===== src/rtl/seq_sequencer.sv =====
// seq_sequencer: Y86-64 phase sequencer/PC controller; in: start, icode/imem_error/inv_instr/cnd/valC/valP/valM/dmem_error; out: PC, f/d/e/m/w_en, stat, busy, halted, cycle_cnt/instr_cnt (live only with SEQ_SEQUENCER_PERF_EN)
module seq_sequencer #(
  parameter logic [63:0] RESET_PC = 64'd0
) (
  input  logic        clk,
  input  logic        rst,
  input  logic        start,
  input  logic [3:0]  icode,
  input  logic        imem_error,
  input  logic        inv_instr,
  input  logic        cnd,
  input  logic [63:0] valC,
  input  logic [63:0] valP,
  input  logic [63:0] valM,
  input  logic        dmem_error,
  output logic [63:0] PC,
  output logic        f_en,
  output logic        d_en,
  output logic        e_en,
  output logic        m_en,
  output logic        w_en,
  output logic [2:0]  stat,
  output logic        busy,
  output logic        halted,
  output logic [31:0] cycle_cnt,
  output logic [31:0] instr_cnt
);
  typedef enum logic [2:0] {IDLE, FETCH, DECODE, EXECUTE, MEMORY, WRITEBACK, STOP} state_t;
  state_t state_q;
  logic [63:0] pc_q, pc_d;
  logic [2:0] stat_q;
  logic fault;
  assign fault = imem_error | inv_instr | (icode == 4'd0);
  assign pc_d = (icode == 4'd8 || (icode == 4'd7 && cnd)) ? valC : (icode == 4'd9) ? valM : valP;
  always_ff @(posedge clk) begin
    if (rst) begin
      state_q <= IDLE;
      pc_q <= RESET_PC;
      stat_q <= 3'd1;
    end else begin
      case (state_q)
        IDLE: if (start) state_q <= FETCH;
        FETCH: state_q <= DECODE;
        DECODE: begin
          state_q <= fault ? STOP : EXECUTE;
          if (fault) stat_q <= imem_error ? 3'd3 : inv_instr ? 3'd4 : 3'd2;
        end
        EXECUTE: state_q <= MEMORY;
        MEMORY: state_q <= WRITEBACK;
        WRITEBACK: begin
          state_q <= dmem_error ? STOP : FETCH;
          if (dmem_error) stat_q <= 3'd3;
          else pc_q <= pc_d;
        end
        default: state_q <= state_q;
      endcase
    end
  end
  assign PC = pc_q;
  assign stat = stat_q;
  assign f_en = state_q == FETCH;
  assign d_en = state_q == DECODE && !fault;
  assign e_en = state_q == EXECUTE;
  assign m_en = state_q == MEMORY;
  assign w_en = state_q == WRITEBACK && !dmem_error;
  assign busy = state_q inside {FETCH, DECODE, EXECUTE, MEMORY, WRITEBACK};
  assign halted = state_q == STOP;
`ifdef SEQ_SEQUENCER_PERF_EN
  logic [31:0] cyc_q, ins_q;
  logic retire;
  assign retire = w_en || (state_q == DECODE && !imem_error && !inv_instr && icode == 4'd0);
  always_ff @(posedge clk) begin
    if (rst) begin
      cyc_q <= '0;
      ins_q <= '0;
    end else begin
      if (busy && cyc_q != '1) cyc_q <= cyc_q + 32'd1;
      if (retire && ins_q != '1) ins_q <= ins_q + 32'd1;
    end
  end
  assign cycle_cnt = cyc_q;
  assign instr_cnt = ins_q;
`else
  assign cycle_cnt = '0;
  assign instr_cnt = '0;
`endif
endmodule


===== config.mk =====
export PLATFORM = sky130hd
export DESIGN_NAME = seq_sequencer
export DESIGN_NICKNAME = d
export VERILOG_FILES = /design/src/rtl/seq_sequencer.sv
export SDC_FILE = /design/constraint.sdc
export NUM_CORES = 1
export LEC_CHECK = 0
export BUFFER_PORTS_ARGS = -buffer_cell sky130_fd_sc_hd__buf_2
export CAP_MARGIN = 40
export CORE_AREA = 2 2 132 134
export CTS_BUF_LIST = sky130_fd_sc_hd__clkbuf_4 sky130_fd_sc_hd__clkbuf_8
export CTS_CLUSTER_SIZE = 12
export DETAILED_ROUTE_END_ITERATION = 16
export DIE_AREA = 0 0 134 136
export SETUP_SLACK_MARGIN = 0.2
export SYNTH_ARGS = -nofsm -noshare
export SYNTH_HDL_FRONTEND = slang
export SYNTH_SLANG_ARGS = --single-unit

===== constraint.sdc =====
create_clock -name clk -period 1.4 [get_ports clk]
set_input_delay 0.07 -clock clk [delete_from_list [all_inputs] [get_ports clk]]
set_output_delay 0.07 -clock clk [all_outputs]
set_load 0.02 [all_outputs]

# Word level (Yosys, flattened, before mapping)
# Cells that the tools add are included.
dict set report word_totals {
  register_bits 70
  input_bits 203
  out_inout_bits 138
  wordCells 43
}
dict set report classes {
  eq_ne 12
  muxes 11
  bitwise 3
  reduce_logical 14
}
# op count
set op_table {}
lappend op_table {{two-way mux 64 bit} 2}
lappend op_table {{two-way mux 3 bit} 7}
lappend op_table {{case mux 3 bit (6 select lines)} 1}
lappend op_table {{equality test 3 bit (second input constant)} 3}
lappend op_table {{equality test 4 bit (second input constant)} 2}
lappend op_table {{equality test 3 x 2 -> 1 bit (second input constant)} 2}
lappend op_table {{!= test 2 bit (second input constant)} 3}
lappend op_table {{case mux 3 bit (2 select lines)} 1}
lappend op_table {{nonzero test 6 bit} 1}
lappend op_table {{nonzero test 5 bit} 1}
lappend op_table {{equality test 4 x 3 -> 1 bit (second input constant)} 1}
lappend op_table {{logical NOT 4 bit} 1}
lappend op_table {{AND reduction 2 bit} 2}
lappend op_table {{equality test 3 x 1 -> 1 bit (second input constant)} 1}
lappend op_table {{logical AND 1 bit} 3}
lappend op_table {{logical NOT 3 bit} 1}
lappend op_table {{AND reduction 3 bit} 1}
lappend op_table {{logical NOT 1 bit} 2}
lappend op_table {{OR 1 bit} 2}
lappend op_table {{nonzero test 2 bit} 1}
lappend op_table {{logical OR 1 bit} 1}
lappend op_table {{NOT 1 bit} 1}

# Depth between registers and ports, before layout
# Gate-level depths: netlist of the first run.
dict set report depth {
  depth_word 4
  ltp_mapped 6
  mapped_depth_nobuf 4
}

# Least setup slack after synthesis of the first run
# No wires, ideal clock.
dict set report synth_timing {
  path_type {reg2reg}
  start {register state_q[0]}
  end {register pc_q[0] (netlist: PC[0])}
  setup_ns 0.070
  t_arrival_ns 1.398
  t_required_ns 1.330
  setup_slack_ns -0.069
  stages_incl_launch_ff 7
  n_path_buf 2
  synth_period_minus_slack_ns 1.469
  cell_sequence {dfxtp_1 -> buf_2 -> nand2_1 -> nor3_4 -> nand2_1 -> clkbuf_1 -> o2bb2ai_1}
}
dict set report synth_via {
  elab_chain_len 2
}
# item line_no
set synth_rtl {}
lappend synth_rtl {{start, declared} 29} ;# state_t state_q;
lappend synth_rtl {{start signal, assigned} 45} ;# state_q <= fault ? STOP : EXECUTE;
lappend synth_rtl {{start signal, assigned} 51} ;# state_q <= dmem_error ? STOP : FETCH;
lappend synth_rtl {{start signal, assigned} 55} ;# default: state_q <= state_q;
lappend synth_rtl {{equality test 3 bit} 41} ;# case (state_q)
lappend synth_rtl {{AND reduction 2 bit (no source line)} --}
lappend synth_rtl {{end signal, assigned} 53} ;# else pc_q <= pc_d;
lappend synth_rtl {{end, declared} 30} ;# logic [63:0] pc_q, pc_d;
# No other way between the ends.
# A chain may end at the register's enable or synchronous reset.

# Final worst setup path of the first run
dict set report layout_timing {
  start {register state_q[1]}
  end {output port busy}
}
dict set report layout_via {
  elab_chain_len 2
  elab_cells_between_ends 6
  cone_classes {5 x eq/ne; 1 x reduce/logical}
}
# item line_no
set layout_rtl {}
lappend layout_rtl {{equality test 3 x 1 -> 1 bit, or another cell as far along} 66} ;# assign busy = state_q inside {FETCH, DECODE, EXECUTE, MEMORY, WRITEBACK};
lappend layout_rtl {{nonzero test 5 bit *} 66}
lappend layout_rtl {{end, declared} 23} ;# output logic busy,
# Mark *: on every way between the ends. The rest lies on a longest branch, timed or not.

==> results.md, run 1 <==
- Status: finished clean
- WHS Endpoint: PC[4]
- Net count reported at finish: about 950
- Flop pwr share: 0.389
- Placed wire-length estimate: 9.99 mm
- Crit path max-delay cell type: dfxtp_4
- Antenna diode instance count: 0
- Pin count of the biggest net entering global routing: 36
- Worst setup SP type: register
- Int Power: about 3800 µW
- DRC viols: 0
- Flops & latches, synth: 70
- Final wirelength: 14.0 mm
- Cells after Synth: 399
- Avg Inst Size Synth: about 11 µm²
- Asr flop ratio synth: 0
- Row count: 48
- Vias in the first global route: approximately 4100
- Stages on worst setup path: 4
- Main flop type after synthesis: dfxtp_1
- Hold Violations, Final: 0
- Most frequent cell after synthesis: dfxtp_1
- Die Width: 134 µm
- Grt total ovfl: 0
- Initial DRT Pass Iterations: 4
- Num CTS Buffers: 9
- Pwr dens: about 770 nW/µm²
- Die ar.: 18200 µm²
- Reg-to-reg endpoint: stat[1]
- Final ANT Viol Nets: 0
- WP data required: 1.33 ns
- Seq/Total Area, Yosys: 0.325
- Gr usage total: 0.142
- Worst setup margin: approximately 0.087 ns
- Share of the synthesized area in the top cell type: 0.325
- Worst Path Max Fanout: 6
- Worst VDD drop: approximately 530 µV
- Max Buffers Root-to-Sink: 2
- I/O pins: 341
- P_sw: 1490 µW
- Post-place setup slack: -0.146 ns
- First-pass GRT wire length: 20.3 mm
- Bufs and invs on worst path: 2
- Worst EP arrival: 1.24 ns
- Sum Neg Setup Slack: 0 ns
- Worst hold path class: in -> reg
- Period utilisation layout: 0.938
- DR vias/cell: 4.29
- Largest stage delay on the critical path: 0.37 ns
- WS Path Type: reg -> out
- Number of flops mapped to enable cells by yosys: 0
- Fin cells: 975
- DRT iter0 DRCs: 60
- Share of cells above drive strength 1: 0.543
- Clk Latency, worst-skew pair: approximately 0.36 ns
- CTS tree: done
- Max-cap viol count: 0
- Core footprint: about 17000 µm²
- Yosys cell types: 32
- Top post-synthesis cells by area: dfxtp_1 32%, mux2_2 17%, mux2i_1 15%
- Placed Area: 5840 µm²
- RD Place Congestion: roughly 0.77
- Hold depth: 3
- Worst-path cell chain: buf_6, nor3_4, a21oi_2, buf_6
- RSZ-0062 raised after global routing: yes
- Min Tclk post-route: 1.31 ns
- Yosys top cell by area: dfxtp_1
- Netlist Area Pre-Place: 4320 µm²
- Clock Sinks: 70
- Die Y-Extent: 136 µm
- Post-synth top cells: 70 x dfxtp_1, 65 x mux2i_1, 64 x buf_4, 64 x mux2_2, 64 x o2bb2ai_1
- Clock share of power: 0.358
- Htree depth: 3
- Combinational power share: 0.254
- Internal reg-to-reg setup slack: ~0.13 ns
- Worst Skew: 0.00776 ns
- Initial core utilization: 0.256
- Crit path top cell by count: buf_6
- CTS root buf: clkbuf_8
- Leak pwr: 0.00359 µW
- Finished layout cell area: 6860 µm²
- CTS clk-pin slew, worst paths: 0.08 ns
- Crit path max-delay family: flip-flops
- Routed vias: approximately 4200
- Switching share of power: 0.281
- Final Slew Violations: 0
- Worst Reg-to-Reg Cells: 5
- Ys Warns: 0
- Top achievable clock speed: approximately 760 MHz
- Crit end category: output pin
- Area grow syn2layout: 59.0%
- IO Port Bufs: 276
- Hold Startpoint: valC[4]
- Initial antenna violation count: 0
- Finish-stage setup viols: 0
- Wire length per cell: 14.3 µm
- DP Cell Count: between 800 and 900
- R2R Path Start: state_q[2]
[worst register-to-register path, cell delays in order, from the launching register on]
cell and delay, ns:
dfxtp_4 0.38, buf_12 0.14, buf_4 0.14, nor2_4 0.04, and2_4 0.16, o311a_1 0.31
[how the worst max path moves through the flow]
stage,end,startpoint
2_1_floorplan,PC[0],state_q[0]
3_3_place_gp,PC[36],icode[2]
3_5_place_dp,PC[36],icode[2]
4_1_cts,busy,state_q[2]
5_1_grt,d_en,state_q[2]
6_report,busy,state_q[1]
[layer usage]
metal,vias to the layer above,share of wire,GRT usage
met1,1933,0.41,0.163
met2,184,0.50,0.251
met5,-,0,0
met4,0,0.019,0.0609
li1,2046,-,-
met3,20,0.067,0.0347
[state kept, by name (all words and copies together) (netlist names)]
signal / cells
PC: 64
stat: 3
state_q: 3
[power groups by stage]
| stage | registers, µW | logic (µW) | clock network (µW) |
|---|---|---|---|
| detailed placement | 2100 | 1090 | 0 |
| finish | 2060 | 1340 | 1900 |
| global route | 2060 | 1450 | 2080 |
| global placement | 2100 | 1090 | 0 |
| floorplan | 2120 | 770 | 0 |
| CTS | 2060 | 1290 | 2010 |
[per-stage QoR]
step	power [µW]	util	hold WS, ns
finish	5300	0.407	0.0281
global route	5590	0.407	0.0209
CTS	5350	0.402	0.00182
detailed placement	3190	0.346	0.349
global placement	3190	0.346	0.342
floorplan	2890	-	0.187
[layout make-up]
type,instances,area [µm²]
clock inverter,5,81.3
tap,225,282
multi-input combinational,295,2530
sequential,70,1410
fill,1657,10000
timing repair buffer,366,2390
clock buffer,11,145
inverter,3,23.8
[logic make-up after synthesis]
kind of cell / count (synthesis) / share of synthesized area
mux: 129 / 0.318
buf+inv: 97 / 0.172
compound gates: 76 / 0.150
flops: 70 / 0.325
simple gates: 26 / 0.0351
other cells: 1 / 0.000869
[layout by cell type (no fill, tap or decap), types with 2 or more instances in the layout]
cell / synthesis / layout
o2bb2ai_1: 64 / 64
dfxtp_1: 70 / 67
clkbuf_8: 0 / 10
conb_1: 1 / 64
mux2i_1: 65 / 65
buf_6: 8 / 8
nor3_2: 0 / 2
nand2_4: 0 / 2
buf_2: 7 / 269
nor3_1: 6 / 3
nor2_1: 7 / 4
buf_12: 0 / 11
o21ai_0: 2 / 2
dfxtp_4: 0 / 3
nand2b_1: 3 / 2
dlygate4sd3_1: 0 / 60
mux2_2: 64 / 64
buf_4: 64 / 18
nor3_4: 1 / 2
nor2_4: 0 / 3
bufinv_16: 0 / 2
inv_1: 3 / 2
[repair_timing]
item / CTS / global route
endpoints found under the setup margin: 72 / 73
gates resized for setup: 25 / 18
endpoints found under the hold margin: 60 / 0
hold buffers: 60 / 0
pin swaps: 3 / 2
setup buffers: 4 / 2
Power figures use the tool's default switching activity.
==> run 2: changes to the inputs <==
==> constraint.sdc (replaced) <==
create_clock -name clk -period 1.4 [get_ports clk]
set_input_delay 0.28 -clock clk [delete_from_list [all_inputs] [get_ports clk]]
set_output_delay 0.28 -clock clk [all_outputs]
set_load 0.02 [all_outputs]
==> results.md, run 2 (synthesis results as in run 1) <==
- Leak pwr: 0.00396 µW (was 0.00359 µW)
- Htree depth: 3 (unchanged)
- DR vias/cell: 4.40 (was 4.29)
- Pwr dens: 677 nW/µm² (was 772 nW/µm²)
- CTS clk-pin slew, worst paths: 0.08 ns (about the same)
- DP Cell Count: 892 (was 893)
- Max FFs per register: 64 (unchanged)
- WS Path Type: reg -> out (unchanged)
- Switching share of power: 0.302 (was 0.281)
- Routed vias: 4227 (was 4183)
- Initial antenna violation count: 0 (unchanged)
- Power Total: 5370 µW (was 5300 µW)
- Worst-path cell chain: buf_6, nand2b_4, buf_12, nor2_4, buf_6 (was buf_6, nor3_4, a21oi_2, buf_6)
- Min Tclk post-route: 1.58 ns (was 1.31 ns)
- Crit end category: output pin (unchanged)
- Worst setup SP type: register (unchanged)
- Final wirelength: 16.2 mm (was 14.0 mm)
- Initial core utilization: 0.256 (unchanged)
- Placed wire-length estimate: 9.44 mm (was 9.99 mm)
- Net count reported at finish: 934 (was 948)
- Initial DRT Pass Iterations: 4 (unchanged)
- Stages on worst setup path: 5 (was 4)
- Worst Reg-to-Reg Cells: 9 (was 5)
- Die Width: 134 µm (unchanged)
- Hold depth: 3 (unchanged)
- WP data required: 1.12 ns (was 1.33 ns)
- Worst setup margin: -0.177 ns (was 0.0871 ns)
- P_sw: 1620 µW (was 1490 µW)
- Hold Violations, Final: 0 (unchanged)
- Final ANT Viol Nets: 0 (unchanged)
- Gr usage total: 0.170 (was 0.142)
- Pin count of the biggest net entering global routing: 21 (was 36)
- Worst Path Max Fanout: 5 (was 6)
- Most frequent cells in the layout: 209 x buf_2, 86 x buf_4, 64 x conb_1, 59 x mux2i_1, 48 x mux2_2 (was 269 x buf_2, 67 x dfxtp_1, 65 x mux2i_1)
- Largest stage delay on the critical path: 0.33 ns (was 0.37 ns)
- Bufs and invs on worst path: 3 (was 2)
- Status: complete, but fails checks (was finished clean)
- RSZ-0062 raised after global routing: yes (unchanged)
- Failing checks: setup timing
- Clock Sinks: 70 (unchanged)
- Die ar.: 18200 µm² (unchanged)
- Crit path max-delay family: buffers and inverters (was flip-flops)
- Period utilisation layout: 1.13 (was 0.938)
- Crit path top cell by count: buf_6 (unchanged)
- Vias in the first global route: 4056 (was 4084)
- Int Power: 3750 µW (was 3810 µW)
- Max-cap viol count: 0 (unchanged)
- Worst EP arrival: 1.30 ns (was 1.24 ns)
- IO Port Bufs: 276 (unchanged)
- Worst VDD drop: 365 µV (was 532 µV)
- Worst Skew: 0.0127 ns (was 0.00776 ns)
- Num CTS Buffers: 9 (unchanged)
- Final Slew Violations: 0 (unchanged)
- Internal reg-to-reg setup slack: -0.13 ns (was 0.13 ns)
- Most common cell after layout, fill and taps aside: buf_2 (unchanged)
- DRT iter0 DRCs: 94 (was 60)
- Clock share of power: 0.328 (was 0.358)
- Fill cells: 1556 (was 1657)
- Die Y-Extent: 136 µm (unchanged)
- Worst hold path class: in -> reg (unchanged)
- Max Buffers Root-to-Sink: 2 (unchanged)
- Wire length per cell: 16.8 µm (was 14.3 µm)
- DRC viols: 0 (unchanged)
- Clk Latency, worst-skew pair: 0.36 ns (about the same)
- Antenna diode instance count: 0 (unchanged)
- CTS tree: done (unchanged)
- First-pass GRT wire length: 23.1 mm (was 20.3 mm)
- Grt total ovfl: 0 (unchanged)
- Core footprint: 16900 µm² (unchanged)
- Share of cells above drive strength 1: 0.764 (was 0.543)
- Flop pwr share: 0.384 (was 0.389)
- Row count: 48 (unchanged)
- Finish-stage setup viols: 73 (was 0)
- Area grow syn2layout: 84.0% (was 59.0%)
- CTS Hold Bufs: 0 (was 60)
- Crit path max-delay cell type: dfxtp_2 (was dfxtp_4)
- Post-place setup slack: -0.337 ns (was -0.146 ns)
- Top achievable clock speed: 634 MHz (was 762 MHz)
- I/O pins: 341 (unchanged)
- RD Place Congestion: 0.731 (was 0.772)
- Fin cells: 961 (was 975)
- CTS root buf: clkbuf_8 (unchanged)
- Combinational power share: 0.288 (was 0.254)
-- run 2: changes by cell type in the layout (fill, tap and decap cells not counted), sizes merged --
cell         change
buf             +44
inv              +1
dlygate4sd3     -60
bufinv           -1
bufbuf           +2
-- run 2: cell type report --
| cell class | instances | area, µm² | share of cell area |
|---|---|---|---|
| Inverter | 3 | 18.8 | 0.00236 |
| Timing Repair Buffer | 352 | 2810 | 0.354 |
| Clock inverter | 5 | 56.3 | 0.00709 |
| Clock buffer | 11 | 151 | 0.0191 |
| Multi-Input combinational cell | 295 | 3160 | 0.398 |
| Sequential cell | 70 | 1470 | 0.185 |
| Tap cell | 225 | 282 | 0.0355 |
-- run 2: stage by stage --
stage | setup TNS [ns] | util | hold WS [ns] | cell area (µm²)
after floorplan | -2.88 | - | 0.447 | 4680
after global placement | -18.25 | 0.347 | 0.439 | 5860
after detailed placement | -19.45 | 0.347 | 0.441 | 5860
after CTS | -5.16 | 0.444 | 0.143 | 7500
after global routing | -11.53 | 0.470 | 0.163 | 7940
final | -7.14 | 0.470 | 0.180 | 7940
-- run 2: worst paths after layout --
| check | startpoint | end |
|---|---|---|
| max | state_q[0] | halted |
| min | valC[11] | PC[11] |
| min reg2reg | PC[46] | PC[46] |
| max reg2reg | state_q[0] | PC[59] |
-- run 2: per-layer routing --
metal / vias up / share of wire / GRT usage
met4: 0 / 0.012 / 0.0544
met5: - / 0 / 0
met2: 197 / 0.50 / 0.293
met1: 1994 / 0.42 / 0.209
met3: 13 / 0.067 / 0.0406
li1: 2023 / - / -
-- run 2: timing repair --
action,in CTS,in global routing
gates cloned,18,0
gates resized for setup,159,101
endpoints found under the setup margin,81,126
buffers inserted,29,6
hold endpoints to repair,0,0
pin swaps,17,21
-- run 2: worst register-to-register path, stage by stage, from the launching register on --
cell and delay [ns]:
dfxtp_2 0.35, buf_4 0.11, nand2_4 0.05, nor3_4 0.16, buf_6 0.14, buf_6 0.10
nand2_8 0.10, buf_12 0.17, buf_16 0.15, o2bb2ai_4 0.14
-- run 2: power by group through the flow --
stage,Combinational [µW],Sequential (µW),Clock (µW)
2_1_floorplan,799,2120,0
3_3_place_gp,1100,2100,0
3_5_place_dp,1110,2100,0
5_1_grt,1650,2070,1930
4_1_cts,1470,2060,1840
6_report,1550,2060,1760
